==> config.mk <==
export PLATFORM = sky130hd
export DESIGN_NAME = cvxif_offload_unit
export DESIGN_NICKNAME = d
export VERILOG_FILES = /design/src/rtl/cvxif_offload_unit.sv
export SDC_FILE = /design/constraint.sdc
export NUM_CORES = 1
export LEC_CHECK = 0
export CAP_MARGIN = 20
export CORE_AREA = 3 3 192 194
export DETAILED_ROUTE_END_ITERATION = 10
export DIE_AREA = 0 0 195 197
export GPL_TIMING_DRIVEN = 0
export PLACE_DENSITY = 0.56
export SLEW_MARGIN = 20
export SYNTH_ARGS = -nofsm -noshare
export SYNTH_HDL_FRONTEND = slang
export SYNTH_SLANG_ARGS = --single-unit
==> constraint.sdc <==
create_clock -name clk_i -period 2.1 [get_ports clk_i]
set_input_delay 0.21 -clock clk_i [delete_from_list [all_inputs] [get_ports clk_i]]
set_output_delay 0.21 -clock clk_i [all_outputs]
set_load 0.005 [all_outputs]
==> src/rtl/cvxif_offload_unit.sv <==
// Offload unit: hands one instruction at a time to a CV-X-IF coprocessor and
// returns its result, or an illegal/timeout error, to the core as a one-cycle writeback.
module cvxif_offload_unit #(
    parameter int XLEN          = 64,
    parameter int IdWidth       = 4,
    parameter int TimeoutCycles = 256
) (
    input  logic                 clk_i,
    input  logic                 rst_ni,
    input  logic                 instr_valid_i,
    output logic                 instr_ready_o,
    input  logic [31:0]          instr_i,
    input  logic [2*XLEN-1:0]    rs_i,
    input  logic [IdWidth-1:0]   id_i,
    input  logic                 flush_i,
    output logic                 issue_valid_o,
    output logic [31:0]          issue_instr_o,
    output logic [IdWidth-1:0]   issue_id_o,
    output logic [2*XLEN-1:0]    issue_rs_o,
    input  logic                 issue_ready_i,
    input  logic                 issue_accept_i,
    output logic                 commit_valid_o,
    output logic                 commit_kill_o,
    input  logic                 result_valid_i,
    output logic                 result_ready_o,
    input  logic [IdWidth-1:0]   result_id_i,
    input  logic [XLEN-1:0]      result_data_i,
    input  logic [4:0]           result_rd_i,
    input  logic                 result_we_i,
    output logic                 wb_valid_o,
    output logic [IdWidth-1:0]   wb_id_o,
    output logic [XLEN-1:0]      wb_data_o,
    output logic [4:0]           wb_rd_o,
    output logic                 wb_we_o,
    output logic [1:0]           wb_err_o
);

    typedef enum logic [1:0] {IDLE, ISSUE, COMMIT, WAIT_RES} state_t;

    localparam logic [15:0] TimeoutLast = 16'(TimeoutCycles - 1);

    state_t              state;
    logic                pending_kill;
    logic [15:0]         timer;
    logic [31:0]         instr_q;
    logic [2*XLEN-1:0]   rs_q;
    logic [IdWidth-1:0]  id_q;
    logic                flush_seen;
    logic                result_hit;

    assign issue_instr_o = instr_q;
    assign issue_id_o    = id_q;
    assign issue_rs_o    = rs_q;
    // A flush arriving in the commit cycle itself still turns the commit into a kill.
    assign flush_seen    = pending_kill | flush_i;
    assign commit_kill_o = commit_valid_o & flush_seen;
    assign result_hit    = result_valid_i & (result_id_i == id_q);

    always_ff @(posedge clk_i) begin
        if (!rst_ni) begin
            state          <= IDLE;
            pending_kill   <= 1'b0;
            timer          <= '0;
            instr_q        <= '0;
            rs_q           <= '0;
            id_q           <= '0;
            instr_ready_o  <= 1'b0;
            issue_valid_o  <= 1'b0;
            commit_valid_o <= 1'b0;
            result_ready_o <= 1'b0;
            wb_valid_o     <= 1'b0;
            wb_id_o        <= '0;
            wb_data_o      <= '0;
            wb_rd_o        <= '0;
            wb_we_o        <= 1'b0;
            wb_err_o       <= 2'b00;
        end else begin
            wb_valid_o <= 1'b0;
            wb_id_o    <= '0;
            wb_data_o  <= '0;
            wb_rd_o    <= '0;
            wb_we_o    <= 1'b0;
            wb_err_o   <= 2'b00;
            unique case (state)
                IDLE: begin
                    instr_ready_o <= 1'b1;
                    if (instr_ready_o && instr_valid_i && !flush_i) begin
                        instr_q       <= instr_i;
                        rs_q          <= rs_i;
                        id_q          <= id_i;
                        instr_ready_o <= 1'b0;
                        issue_valid_o <= 1'b1;
                        state         <= ISSUE;
                    end
                end
                ISSUE: begin
                    if (flush_i) begin
                        pending_kill <= 1'b1;
                    end
                    if (issue_ready_i) begin
                        issue_valid_o <= 1'b0;
                        if (issue_accept_i) begin
                            commit_valid_o <= 1'b1;
                            state          <= COMMIT;
                        end else begin
                            instr_ready_o <= 1'b1;
                            pending_kill  <= 1'b0;
                            state         <= IDLE;
                            if (!flush_seen) begin
                                wb_valid_o <= 1'b1;
                                wb_id_o    <= id_q;
                                wb_err_o   <= 2'b01;
                            end
                        end
                    end
                end
                COMMIT: begin
                    commit_valid_o <= 1'b0;
                    if (flush_seen) begin
                        instr_ready_o <= 1'b1;
                        pending_kill  <= 1'b0;
                        state         <= IDLE;
                    end else begin
                        result_ready_o <= 1'b1;
                        timer          <= '0;
                        state          <= WAIT_RES;
                    end
                end
                WAIT_RES: begin
                    // Priority: flush, then a matching result, then the timeout.
                    if (flush_i || result_hit || timer == TimeoutLast) begin
                        result_ready_o <= 1'b0;
                        instr_ready_o  <= 1'b1;
                        pending_kill   <= 1'b0;
                        state          <= IDLE;
                        if (!flush_i) begin
                            wb_valid_o <= 1'b1;
                            wb_id_o    <= id_q;
                            if (result_hit) begin
                                wb_data_o <= result_data_i;
                                wb_rd_o   <= result_rd_i;
                                wb_we_o   <= result_we_i;
                            end else begin
                                wb_err_o  <= 2'b10;
                            end
                        end
                    end else begin
                        timer <= timer + 16'd1;
                    end
                end
            endcase
        end
    end

endmodule
==> reports/summary.md <==
Ranked by instance count, the synthesized netlist is headed by 346 x sky130_fd_sc_hd__nand2_1, 264 x sky130_fd_sc_hd__dfxtp_1, 172 x sky130_fd_sc_hd__a21oi_1, 72 x sky130_fd_sc_hd__and2_1, 36 x sky130_fd_sc_hd__buf_2. Most used flip-flop cell after synthesis: sky130_fd_sc_hd__dfxtp_1. The detailed router finished its first iteration with 409 violations. The sequential cell area fraction in the yosys report was 58.6%; the relative slew slack was 53.0%. Number of buffers created by CTS: 30. The category of the most critical setup path was reg2out. The run gives 0.00902 mm² as the netlist area before placement. The total number of H-tree levels is 1, and the number of standard-cell rows in the floorplan is 69. The tools report the clock insertion delay at the later pin of the skew report as 0.55 ns. For this run, the slowest stage of the critical path takes 0.49 ns. The global-route usage over all layers was 17.6%. The class of the tightest hold or removal check is in2reg. The number of cells traversed by the worst hold path is 3, and the worst-case vdd ir drop is 0.000554 V. The logs give 8691 for the number of global-route vias before repair and 1809 for the net count of the finished layout.

Registers are responsible for 44.1% of the overall power. Data on the critical path arrives at its endpoint at 1.74 ns. The logs give 0 for the post-route DRC violation count and 45.0% for the fraction of power consumed by the clock network.

The most numerous cell in the Yosys netlist was sky130_fd_sc_hd__nand2_1. The required time at the worst-slack endpoint is 1.89 ns, and the hold violation total from the final report is 0. The internal cell power came out at 9220 µW. Standard cell with the maximum stage delay on the critical path: sky130_fd_sc_hd__clkdlybuf4s50_1.

The clock net sink count is 264. The part of the cycle the worst path needs is 92.7%. The area of the die was 0.0384 mm²; the total grt overflow was 0. The tools report the first-pass GRT wire length as 53100 µm. The placeable core region was 0.0354 mm²; the pin slew with the least headroom to its limit was 0.704 ns. The number of distinct library cells after synthesis was 45. Post-layout minimum cycle time: 1.95 ns. The count of input and output buffers is 490, and the fraction of synthesized cell area taken by the top area cell type is 58.6%. The number of enable flip-flop cells after synthesis works out to 0. The power spent charging and discharging nets is 2690 µW, and the post-DP HPWL is 28300 µm. The cell count of the worst reg-to-reg path was 6. The run finished with clean final reports. Yosys printed 0 warnings. The congestion estimate from routability-driven global placement came to 0.839. The tools report the type of origin of the critical path as a flip-flop. The die is 195 µm wide.

Setup violations remaining at the end of the flow were counted as 0. The y dimension of the die was 197 µm; the final max-slew violation count was 0. After routing, the total negative slack on setup checks comes to 0 ns. The maximum clock path buffer count is 3. For the max-cap violation count, the log shows 0. In this run the worst path has a maximum fanout of 3. The tools report the number of hold-repair buffers added at the cts stage as 0. Derived from the worst setup path, the maximum achievable clock frequency is 514 MHz. The post-CTS clock slew at the launch and capture registers of the worst setup and hold paths is 0.06 ns, and the wire length after detailed routing is 36300 µm. For this run, the share of the core covered by cells in the final layout is 43.9%. The tools report the share of total power in combinational logic as 10.9%.

The tools report the type of element capturing the critical path as an output pin. For this configuration, the core starts out at a cell density of 25.5%. Clock skew on the completed layout was measured at 0.00962 ns. The area growth from synthesis to layout is 72.3%.

The power density relative to cell area came out at 766 mW/mm². For the I/O pin count, the log shows 491. Summed over all instances, the cell type with the most area after synthesis is sky130_fd_sc_hd__dfxtp_1.

The total power consumption of the routed design came out at 11900 µW. The via density per instance is 4.36, and the number of instances in the synthesized netlist is 1041. The average instance area after synthesis was 8.67 µm²; the largest net degree at the start of global routing was 15.

Before antenna repair, the detailed router went through 4 iterations. The average wire length per cell after detail routing was 17.7 µm. The synthesized design contains 264 register bits. Setup repair after global routing left no endpoint under its margin. Cell at the root of the clock tree: sky130_fd_sc_hd__clkbuf_16. The signal on the critical path passes through nor2_1 -> nor2b_1 -> clkdlybuf4s50_1. Of all flip-flops after synthesis, the portion carrying an async set or reset was 0%. The tools report the reported leakage power as 0.00563 µW. The number of setup buffers added after CTS is 0.

The share of layout cells above drive strength 1 works out to 7.19%. By area the synthesized netlist is led by sky130_fd_sc_hd__dfxtp_1 59%, sky130_fd_sc_hd__nand2_1 14%, sky130_fd_sc_hd__a21oi_1 9.5%. TritonCTS built the clock tree. Detailed routing inserted a total of 8924 vias.

In this run the remaining antenna-violating nets after routing total 0. The proportion of total power due to net switching is 22.6%. The number of nets handed over by synthesis was 1287. The number of antenna violations at the first check in global routing came out at 2.
-- kinds of logic after synthesis --
kind of cell | count (synthesis) | share of synthesized area (%)
AND/OR/NAND/NOR | 477 | 23.6
flip-flops | 264 | 58.6
AO/OA/AOI/OAI | 218 | 13.2
buffers and inverters | 75 | 3.84
XOR/XNOR | 4 | 0.388
multiplexers | 2 | 0.277
adder cells (fa/ha/maj) | 1 | 0.139
-- power by group through the flow --
| stage | clock, µW | combinational (µW) | sequential, µW |
|---|---|---|---|
| 2_1_floorplan | 0 | 376 | 5360 |
| 3_3_place_gp | 0 | 1310 | 5360 |
| 3_5_place_dp | 0 | 1310 | 5360 |
| 4_1_cts | 5540 | 1320 | 5250 |
| 5_1_grt | 5740 | 1410 | 5270 |
| 6_report | 5360 | 1300 | 5250 |
-- worst max-delay path: cells and delay by family, from the launching register on --
family / cells / cell delay (ns)
buf+inv: 1 / 0.49
simple gates: 2 / 0.36
flops: 1 / 0.34
-- worst paths after layout --
check / endpoint / slack, ns / start
hold / removal: issue_instr_o[15]$_SDFFE_PN0P_ / 0.21 / instr_i[15]
hold reg to reg: issue_rs_o[109]$_SDFFE_PN0P_ / 0.45 / issue_rs_o[109]$_SDFFE_PN0P_
setup / recovery: commit_kill_o / 0.15 / pending_kill$_SDFFE_PN0P_
setup reg to reg: timer[10]$_SDFFE_PN0P_ / 0.17 / issue_id_o[3]$_SDFFE_PN0P_
-- layer usage --
layer	GRT usage (%)	wire length (µm)	vias to the layer above	share of wire, %
met5	0	31	-	0.085
met4	4.75	901	4	2.5
met3	6.24	3250	55	9.0
met2	30.7	17400	351	48
met1	20.7	14700	4057	40
li1	-	-	4457	-
-- layout by cell type (no fill, tap or decap), types with 2 or more instances in the layout --
cell type / Yosys / layout
sky130_fd_sc_hd__a21oi_1: 172 / 172
sky130_fd_sc_hd__buf_2: 36 / 36
sky130_fd_sc_hd__nand3_1: 8 / 8
sky130_fd_sc_hd__nand4_1: 4 / 4
sky130_fd_sc_hd__clkbuf_16: 0 / 31
sky130_fd_sc_hd__clkbuf_2: 7 / 7
sky130_fd_sc_hd__xor2_1: 3 / 3
sky130_fd_sc_hd__a41oi_1: 2 / 2
sky130_fd_sc_hd__nand2_1: 346 / 346
sky130_fd_sc_hd__inv_1: 6 / 6
sky130_fd_sc_hd__clkdlybuf4s50_1: 0 / 490
sky130_fd_sc_hd__nor2b_1: 5 / 5
sky130_fd_sc_hd__clkinv_2: 0 / 8
sky130_fd_sc_hd__a221oi_1: 3 / 3
sky130_fd_sc_hd__a21oi_2: 2 / 2
sky130_fd_sc_hd__a31oi_1: 23 / 23
sky130_fd_sc_hd__nand2b_1: 7 / 7
sky130_fd_sc_hd__nor2_1: 11 / 11
sky130_fd_sc_hd__dfxtp_1: 264 / 264
sky130_fd_sc_hd__clkbuf_1: 23 / 26
sky130_fd_sc_hd__clkbuf_8: 0 / 10
sky130_fd_sc_hd__bufinv_16: 0 / 2
sky130_fd_sc_hd__nor4_1: 3 / 3
sky130_fd_sc_hd__o21ai_0: 10 / 10
sky130_fd_sc_hd__and3_1: 5 / 5
sky130_fd_sc_hd__nor2_4: 2 / 2
sky130_fd_sc_hd__nor3_1: 5 / 4
sky130_fd_sc_hd__and2_1: 72 / 72
-- sequential cells by signal, indices dropped and copies added (netlist names), 4 cells and up --
register,flops
issue_id_o,4
issue_instr_o,32
issue_rs_o,128
timer,16
wb_data_o,64
wb_id_o,4
wb_rd_o,5
-- cell type report --
cell class | count | area [µm²]
timing repair buffer | 490 | 4900
sequential | 264 | 5290
inverter | 7 | 26.3
clock inverter | 11 | 108
multi-input combinational | 702 | 3400
fill | 3542 | 19900
tap | 461 | 577
antenna | 1 | 2.50
buffer | 68 | 320
clock buffer | 44 | 925
-- metrics by stage --
step                      cells  cell area (µm²)  hold slack (ns)  worst slack [ns]
final                      2048            15500            0.207             0.153
after global placement     1992            14500            0.441            -0.375
after floorplan            1041             9020            0.332             0.443
after CTS                  2047            15500            0.163            0.0300
after global routing       2047            15500            0.185            0.0287
after detailed placement   1992            14500            0.446            -0.380
-- timing repair --
action / CTS / global route
resized for setup: 0 / 1
setup endpoints to repair: 0 / 8
endpoints found under the hold margin: 0 / 0
(Power assumes the default switching activity.)
